[src/rtl/digit_counter_pkg.sv]
// Shared types and helpers for the multi-digit up/down counter.
package digit_counter_pkg;

    localparam int unsigned NIB_W = 4;

    typedef logic [NIB_W-1:0] nibble_t;

    typedef enum logic [1:0] {
        IDLE  = 2'd0,
        RUN   = 2'd1,
        PAUSE = 2'd2
    } state_t;

    // Clamp a nibble to the largest legal digit value for the given radix.
    function automatic nibble_t sat_nibble(input nibble_t v, input int unsigned modulo);
        if (32'(v) >= modulo) begin
            return NIB_W'(modulo - 1);
        end
        return v;
    endfunction

endpackage

[src/rtl/digit_counter_if.sv]
// Control and display bus between the board logic and the digit counter.
interface digit_counter_if
    import digit_counter_pkg::*;
#(
    parameter int unsigned NDIG = 4
);
    logic                    start_stop;
    logic                    clear;
    logic                    up;
    logic                    load;
    logic [NIB_W*NDIG-1:0]   load_val;
    logic [NIB_W*NDIG-1:0]   digits;
    logic                    running;
    logic                    wrap;

    modport master (
        output start_stop, clear, up, load, load_val,
        input  digits, running, wrap
    );

    modport slave (
        input  start_stop, clear, up, load, load_val,
        output digits, running, wrap
    );
endinterface

[src/rtl/digit_counter_bcd_digit.sv]
// One radix-MODULO digit of the counter chain with clear, saturating load and carry/borrow.
module digit_counter_bcd_digit
    import digit_counter_pkg::*;
#(
    parameter int unsigned MODULO = 10
) (
    input  logic    i_clk,
    input  logic    i_rst,
    input  logic    i_en,
    input  logic    i_up,
    input  logic    i_load,
    input  nibble_t i_ld_val,
    input  logic    i_clr,
    output nibble_t o_digit,
    output logic    o_carry_c
);
    localparam nibble_t DIG_TOP = NIB_W'(MODULO - 1);

    nibble_t r_digit;

    // Carry/borrow out when this digit is about to roll over in the current direction.
    assign o_carry_c = i_en & (i_up ? (r_digit == DIG_TOP) : (r_digit == '0));
    assign o_digit   = r_digit;

    // Digit register: clear beats load beats count.
    always_ff @(posedge i_clk or posedge i_rst) begin
        if (i_rst) begin
            r_digit <= '0;
        end else if (i_clr) begin
            r_digit <= '0;
        end else if (i_load) begin
            r_digit <= sat_nibble(i_ld_val, MODULO);
        end else if (i_en) begin
            if (i_up) begin
                r_digit <= (r_digit == DIG_TOP) ? '0 : r_digit + NIB_W'(1);
            end else begin
                r_digit <= (r_digit == '0) ? DIG_TOP : r_digit - NIB_W'(1);
            end
        end
    end

endmodule

[src/rtl/digit_counter.sv]
// Multi-digit up/down stopwatch counter with run/pause FSM and tick prescaler.
module digit_counter
    import digit_counter_pkg::*;
#(
    parameter int unsigned CLK_DIV = 500000,
    parameter int unsigned NDIG    = 4,
    parameter int unsigned MODULO  = 10
) (
    input  logic          i_clk,
    input  logic          i_rst,
    digit_counter_if.slave bus
);
    localparam int unsigned PW = (CLK_DIV > 1) ? $clog2(CLK_DIV) : 1;
    localparam logic [PW-1:0] PRESC_LAST = PW'(CLK_DIV - 1);

    state_t        r_state;
    logic [PW-1:0] r_presc;
    logic          r_ss_prev;
    logic          r_running;
    logic          r_wrap;

    logic          w_edge;
    logic          w_tick;
    logic [NDIG:0] w_en;
    nibble_t       w_digit [NDIG];

    assign w_edge = bus.start_stop & ~r_ss_prev;
    assign w_tick = (r_state == RUN) && (r_presc == PRESC_LAST);

    // Clear and load both discard a pending tick, so the chain never counts or wraps with them.
    assign w_en[0] = w_tick & ~bus.clear & ~bus.load;

    // Ripple chain: each digit is enabled by the carry/borrow of the one below it.
    for (genvar gi = 0; gi < NDIG; gi++) begin : g_dig
        digit_counter_bcd_digit #(
            .MODULO (MODULO)
        ) u_digit (
            .i_clk     (i_clk),
            .i_rst     (i_rst),
            .i_en      (w_en[gi]),
            .i_up      (bus.up),
            .i_load    (bus.load),
            .i_ld_val  (bus.load_val[NIB_W*gi +: NIB_W]),
            .i_clr     (bus.clear),
            .o_digit   (w_digit[gi]),
            .o_carry_c (w_en[gi+1])
        );
        assign bus.digits[NIB_W*gi +: NIB_W] = w_digit[gi];
    end

    assign bus.running = r_running;
    assign bus.wrap    = r_wrap;

    // Control FSM, prescaler, StartStop edge register and registered status outputs.
    always_ff @(posedge i_clk or posedge i_rst) begin
        if (i_rst) begin
            r_state   <= IDLE;
            r_presc   <= '0;
            r_ss_prev <= 1'b0;
            r_running <= 1'b0;
            r_wrap    <= 1'b0;
        end else begin
            r_ss_prev <= bus.start_stop;
            r_wrap    <= 1'b0;
            if (bus.clear) begin
                r_state   <= IDLE;
                r_presc   <= '0;
                r_running <= 1'b0;
            end else begin
                if (bus.load) begin
                    r_presc <= '0;
                end else if (r_state == RUN) begin
                    r_presc <= w_tick ? '0 : r_presc + PW'(1);
                end
                r_wrap <= w_en[NDIG];
                if (w_edge) begin
                    case (r_state)
                        IDLE, PAUSE: begin
                            r_state   <= RUN;
                            r_running <= 1'b1;
                        end
                        RUN: begin
                            r_state   <= PAUSE;
                            r_running <= 1'b0;
                        end
                        default: begin
                            r_state   <= IDLE;
                            r_running <= 1'b0;
                        end
                    endcase
                end else if (bus.load && (r_state == IDLE)) begin
                    r_state   <= PAUSE;
                    r_running <= 1'b0;
                end
            end
        end
    end

endmodule

[src/flat_wrapper.sv]
// flat-port wrapper written by rule: the top's interface ports become plain ports
module digit_counter_flat import digit_counter_pkg::*;
#(
    parameter int unsigned CLK_DIV = 500000,
    parameter int unsigned NDIG    = 4,
    parameter int unsigned MODULO  = 10
)
  (i_clk, i_rst, bus_start_stop, bus_clear, bus_up, bus_load, bus_load_val, bus_digits, bus_running, bus_wrap);
  digit_counter_if #(.NDIG(NDIG)) bus_i ();
  input  logic i_clk;
  input  logic i_rst;
  input wire logic [$bits(bus_i.start_stop)-1:0] bus_start_stop;
  input wire logic [$bits(bus_i.clear)-1:0] bus_clear;
  input wire logic [$bits(bus_i.up)-1:0] bus_up;
  input wire logic [$bits(bus_i.load)-1:0] bus_load;
  input wire logic [$bits(bus_i.load_val)-1:0] bus_load_val;
  output wire logic [$bits(bus_i.digits)-1:0] bus_digits;
  output wire logic [$bits(bus_i.running)-1:0] bus_running;
  output wire logic [$bits(bus_i.wrap)-1:0] bus_wrap;
  assign bus_i.start_stop = bus_start_stop;
  assign bus_i.clear = bus_clear;
  assign bus_i.up = bus_up;
  assign bus_i.load = bus_load;
  assign bus_i.load_val = bus_load_val;
  assign bus_digits = bus_i.digits;
  assign bus_running = bus_i.running;
  assign bus_wrap = bus_i.wrap;
  digit_counter #(.CLK_DIV(CLK_DIV), .NDIG(NDIG), .MODULO(MODULO)) u_core (.i_clk(i_clk), .i_rst(i_rst), .bus(bus_i));
endmodule
[config.mk]
export PLATFORM = sky130hd
export DESIGN_NAME = digit_counter_flat
export DESIGN_NICKNAME = d
export VERILOG_FILES = /design/src/rtl/digit_counter_pkg.sv /design/src/rtl/digit_counter_if.sv /design/src/rtl/digit_counter_bcd_digit.sv /design/src/rtl/digit_counter.sv /design/src/flat_wrapper.sv
export SDC_FILE = /design/constraint.sdc
export NUM_CORES = 1
export LEC_CHECK = 0
export CAP_MARGIN = 5
export CORE_MARGIN = 4
export CORE_UTILIZATION = 55
export CTS_BUF_LIST = sky130_fd_sc_hd__clkbuf_4
export CTS_CLUSTER_SIZE = 25
export DETAILED_ROUTE_END_ITERATION = 10
export PLACE_DENSITY = 0.91
export SKIP_CTS_REPAIR_TIMING = 1
export SYNTH_ARGS = -nofsm -noshare
export SYNTH_HDL_FRONTEND = slang
export SYNTH_SLANG_ARGS = --single-unit
export TNS_END_PERCENT = 30
[constraint.sdc]
create_clock -name i_clk -period 5.8 [get_ports i_clk]
set_input_delay 1.45 -clock i_clk [delete_from_list [all_inputs] [get_ports i_clk]]
set_output_delay 1.45 -clock i_clk [all_outputs]
set_load 0.01 [all_outputs]
==> Word level (Yosys, flattened, before mapping) <==
Cells that the tools add are included.
{ "word_totals": {"out_inout_bits": 18, "regBits": 40} }
{ "classes": {"eq_ne": 7, "muxes": 61, "n_addsub": 9, "n_reduce_logical": 14, "n_bitwise": 10, "order_cmp": 4} }
{ "op_table": {"columns": ["operator", "count"], "rows": [
  ["4-bit two-way mux", 32],
  ["19-bit two-way mux", 4],
  ["1-bit two-way mux", 21],
  ["19-bit by 1-bit adder with 19-bit output, second input constant", 1],
  ["19-bit equality test, second input constant", 1],
  ["3-bit nonzero test", 6],
  ["4-bit by 1-bit adder with 4-bit output, second input constant", 4],
  ["4-bit equality test, second input constant", 4],
  ["4-bit greater-or-equal comparator, second input constant", 4],
  ["4-bit logical NOT", 4],
  ["4-bit by 1-bit subtractor with 4-bit output, second input constant", 4],
  ["1-bit AND", 7],
  ["2-bit two-way mux", 3],
  ["2-bit case mux with 2 select lines", 1],
  ["1-bit NOT", 3],
  ["2-bit by 1-bit equality test with 1-bit output, second input constant", 1],
  ["2-bit equality test, second input constant", 1],
  ["1-bit logical AND", 2],
  ["2-bit logical NOT", 1],
  ["2-bit OR reduction", 1]
]} }

==> Depth between registers and ports, before layout <==
{ "logic_depth": {"ltp_word": 10, "ltp_mapped": 8, "mapped_depth_nobuf": 7} }

==> Modules after synthesis <==
Synthesis repeated with hierarchy kept, for this count alone.
{ "unflattened": {"hier_cells": 320, "hier_area_um2": 2723.9} }
{ "by_module_without_submodules": {"columns": ["module", "area_each_um2", "cells_each", "instances"], "rows": [
  ["digit_counter_bcd_digit", 364.1, 47, 4],
  ["digit_counter", 1267.5, 132, 1]
]} }

==> Worst setup path before layout <==
No wires, ideal clock.
{ "synth_timing": {"path_type": "in2reg", "start": "input bus_up", "end": "register u_core.g_dig[2].u_digit.r_digit[2]", "required_time_ns": 5.700, "setup_ns": 0.100, "arrival_time_ns": 2.956, "slack_ns": 2.744, "n_path_buf": 3, "stages": 8, "path_cell_list": "clkbuf_1 -> clkbuf_1 -> clkbuf_1 -> mux2i_1 -> o21ai_0 -> o21ai_0 -> a21oi_1 -> a311oi_1"} }
{ "synth_between": {"elab_chain_len": 4} }
{ "synth_lines": {"columns": ["element", "line", "source"], "rows": [
  ["from (decl)", "flat_wrapper.sv:14", "input wire logic [$bits(bus_i.up)-1:0] bus_up;"],
  ["1-bit two-way mux / 4-bit two-way mux (equally long branches)", "digit_counter_bcd_digit.sv:22, digit_counter_bcd_digit.sv:34", null],
  ["1-bit AND / 4-bit two-way mux (equally long branches)", "digit_counter_bcd_digit.sv:22, digit_counter_bcd_digit.sv:33", null],
  ["1-bit AND / 4-bit two-way mux (equally long branches)", "digit_counter_bcd_digit.sv:22, digit_counter_bcd_digit.sv:31", null],
  ["3-bit nonzero test (no line) / 4-bit two-way mux (equally long branches)", null, null],
  ["to (signal assigned)", "digit_counter_bcd_digit.sv:32", "r_digit <= sat_nibble(i_ld_val, MODULO);"],
  ["to (signal assigned)", "digit_counter_bcd_digit.sv:35", "r_digit <= (r_digit == DIG_TOP) ? '0 : r_digit + NIB_W'(1);"],
  ["to (signal assigned)", "digit_counter_bcd_digit.sv:37", "r_digit <= (r_digit == '0) ? DIG_TOP : r_digit - NIB_W'(1);"],
  ["to (decl)", "digit_counter_bcd_digit.sv:19", "nibble_t r_digit;"]
]} }
Parallel ways exist; a longest one is shown, timed or not. The select of a mux whose other input is x is not followed.
A chain may end at the register's enable or synchronous reset.

==> Worst setup path in the final report <==
{ "layout_timing": {"start": "input bus_up", "end": "register u_core.g_dig[3].u_digit.r_digit[1]"} }
{ "layout_between": {"elab_chain_len": 5} }
{ "layout_lines": {"columns": ["element", "line", "source"], "rows": [
  ["1-bit two-way mux", "digit_counter_bcd_digit.sv:22", "assign o_carry_c = i_en & (i_up ? (r_digit == DIG_TOP) : (r_digit == '0));"],
  ["1-bit AND (3 in a row)", "digit_counter_bcd_digit.sv:22", null],
  ["3-bit nonzero test (no line)", null, null],
  ["to (signal assigned)", "digit_counter_bcd_digit.sv:32", null],
  ["to (signal assigned)", "digit_counter_bcd_digit.sv:35", null],
  ["to (signal assigned)", "digit_counter_bcd_digit.sv:37", null],
  ["to (decl)", "digit_counter_bcd_digit.sv:19", null]
]} }
Parallel ways exist; a longest one is shown, timed or not. The select of a mux whose other input is x is not followed.

==> impl_metrics.csv <==
group,metric,value,unit
status,outcome,"complete, no violations",
sta,finalHoldViolations,0,
layout,nNetsFinal,405,
global_routing,antenna_found_initial,0,
floorplanning,die_x,80.7,µm
synthesis,ys_types,61,
routing,drc_errors,0,
synthesis,synthArstFlopShare,100,%
sta,grt_setup_unrepaired,"no",
routing,ant_nets,0,
clocking,clockBufferDepth,2,
pwr,p_leak,1.37,nW
global_routing,first_global_vias,2542,
place,dpl_cell_area,3340,µm²
clocking,clk_transition_reported_paths,120,ps
clocking,clock-sinks,40,
sta,finalMaxSlewViolations,0,
setup_path,criticalPathCategory,"in -> reg",
synthesis,ys_warn_count,0,
global_routing,grtUsageTotal,22.9,%
synthesis,ys_seq_elements,40,
routing,finalWirelength,7.12,mm
clocking,clockRootBuffer,"clkbuf_4",
pwr,p_per_area,176,nW/µm²
synthesis,synthCells,339,
clocking,cts_buffers,5,
synthesis,syn_area_per_cell,8.58,µm²
pwr,ir_worst_vdd,124,µV
sta,fmax,270,MHz
floorplanning,io_pins,40,
global_routing,grt-ovfl-total,0,
synthesis,synthFlopType,"dfrtp_1",
sta,max_slew_margin,43.3,%
global_routing,grt_pass1_wl,11.9,mm
setup_path,critPathMaxFanout,20,
floorplanning,die_y,80.7,µm
global_routing,grt_max_degree,41,
sta,skew,9.41,ps
synthesis,synth_edf_count,0,
floorplanning,start_util,57.0,%
clocking,cts_tree,"done",
layout,area_delta_synth_final,16.4,%
sta,finalSetupViolations,0,
setup_path,worst_ep_arrival_time,3940,ps
setup_path,startpoint_type,"input pin",
place,place_hpwl,5.16,mm
routing,post_drt_wl_per_cell,16.2,µm
clocking,clkLatencyLatePin,340,ps
sta,fin_crit_sh,63.9,%
setup_path,required,6030,ps
place,gp_congestion,0.885,
layout,layout-drive-gt1-share,6.49,%
run,maxCapViolCount,0,
sta,finalSetupTns,0,ps
worst_hold_path,hold_class,"reg -> reg",
setup_path,end_kind,"flop",
routing,avgViaCountPerCell,6.30,
sta,timing.hold.ws,596,ps
layout,antennaDiodeCount,0,
synthesis,synthesis.nets,374,
sta,tightest_slew,847,ps
sta,layout_min_cycle_time,3700,ps
floorplanning,core_area,5110,µm²
clocking,ctsHtreeMaxLevel,2,
synthesis,synth_area,2910,µm²
routing,first_pass_iters,5,
layout,final_common_cell,"dfrtp_1",
floorplanning,core.rowCount,26,
routing,vias,2773,
routing,first_iter_violations,202,
layout,final_cell_mix,"40 x dfrtp_1, 39 x clkdlybuf4s50_1, 38 x nor2_1",
layout,fin_area,3390,µm²
place,io_buffers,39,
synthesis,ys_seq_area_share,34.4,%
floorplanning,fp.dieArea,6520,µm²
## synthesized netlist by cell type (6+ instances only)
library cell / count / area [µm²]
xnor2_1: 8 / 70.1
clkbuf_1: 15 / 56.3
nand2_1: 26 / 97.6
a21oi_1: 15 / 75.1
nand4_1: 6 / 37.5
o31ai_1: 7 / 52.6
ha_1: 13 / 163
nand3_1: 13 / 65.1
nand2b_1: 6 / 37.5
mux2i_1: 6 / 60.1
inv_1: 20 / 75.1
o21ai_0: 11 / 55.1
xor2_1: 7 / 61.3
a31oi_1: 6 / 37.5
nor3_1: 15 / 75.1
dfrtp_1: 40 / 1000
nor2_1: 38 / 143
## through the flow
| step | instances | worst slack [ps] | utilization, % | power, W |
|---|---|---|---|---|
| floorplan | 339 | 2740 | - | 0.000407 |
| global placement | 433 | 1850 | 65.4 | 0.000462 |
| detailed placement | 433 | 1750 | 65.4 | 0.000468 |
| CTS | 440 | 2120 | 66.3 | 0.000600 |
| global route | 440 | 1980 | 66.3 | 0.000632 |
| finish | 440 | 2100 | 66.3 | 0.000597 |
## per-layer routing
metal | wire length (µm) | GRT usage, % | share of wire, % | vias to the layer above
met5 | 0 | 0 | 0 | -
li1 | - | - | - | 1312
met4 | 81 | 6.42 | 1.1 | 0
met2 | 3360 | 36.8 | 47 | 103
met3 | 408 | 2.88 | 5.7 | 7
met1 | 3270 | 32.6 | 46 | 1351
## registers in the layout, summed over array words and instances, names as in the netlist
signal / count
u_core.g_dig.u_digit.o_digit: 16
u_core.bus.running: 1
u_core.r_state: 2
u_core.r_ss_prev: 1
u_core.bus.wrap: 1
u_core.r_presc: 19
## cells by family after synthesis
group | Yosys count | synth area share (%)
fa+ha+maj | 13 | 5.59
compound gates | 76 | 18.5
xor+xnor | 15 | 4.51
mux | 12 | 4.77
simple gates | 146 | 27.4
buf+inv | 37 | 4.81
flops | 40 | 34.4
## worst max-delay path: stages
cell,delay (ps)
clkdlybuf4s50_1,610
buf_4,310
or3b_2,440
a21oi_1,230
nand4_2,270
o21ai_4,260
mux2_1,350
## layout make-up
type	count	area, µm²
clock buffers	5	37.5
clock inverters	2	12.5
well taps	70	87.6
flip-flops and latches	40	1000
multi-input cells	262	1770
fillers	409	1720
inverters	20	75.1
repair buffers	41	405
## power breakdown
part | switching (W) | internal, W
clock | 0.0000890 | 0.0000442
combinational | 0.0000774 | 0.0000734
sequential | 0.0000234 | 0.000290
## worst paths after layout
check	from	end	slack (ps)	cells past startpoint
setup / recovery	bus_up	u_core.g_dig[3].u_digit.o_digit[1]	2100	7
hold / removal	u_core.r_presc[18]	u_core.r_presc[18]	600	2
setup reg to reg	u_core.g_dig[0].u_digit.o_digit[0]	u_core.g_dig[3].u_digit.o_digit[1]	3320	7
hold reg to reg	u_core.r_presc[18]	u_core.r_presc[18]	600	2
max in group asynchronous	i_rst	u_core.r_state[0]	3910	3
min in group asynchronous	i_rst	u_core.g_dig[0].u_digit.o_digit[1]	1540	3
(Power assumes the default switching activity.)
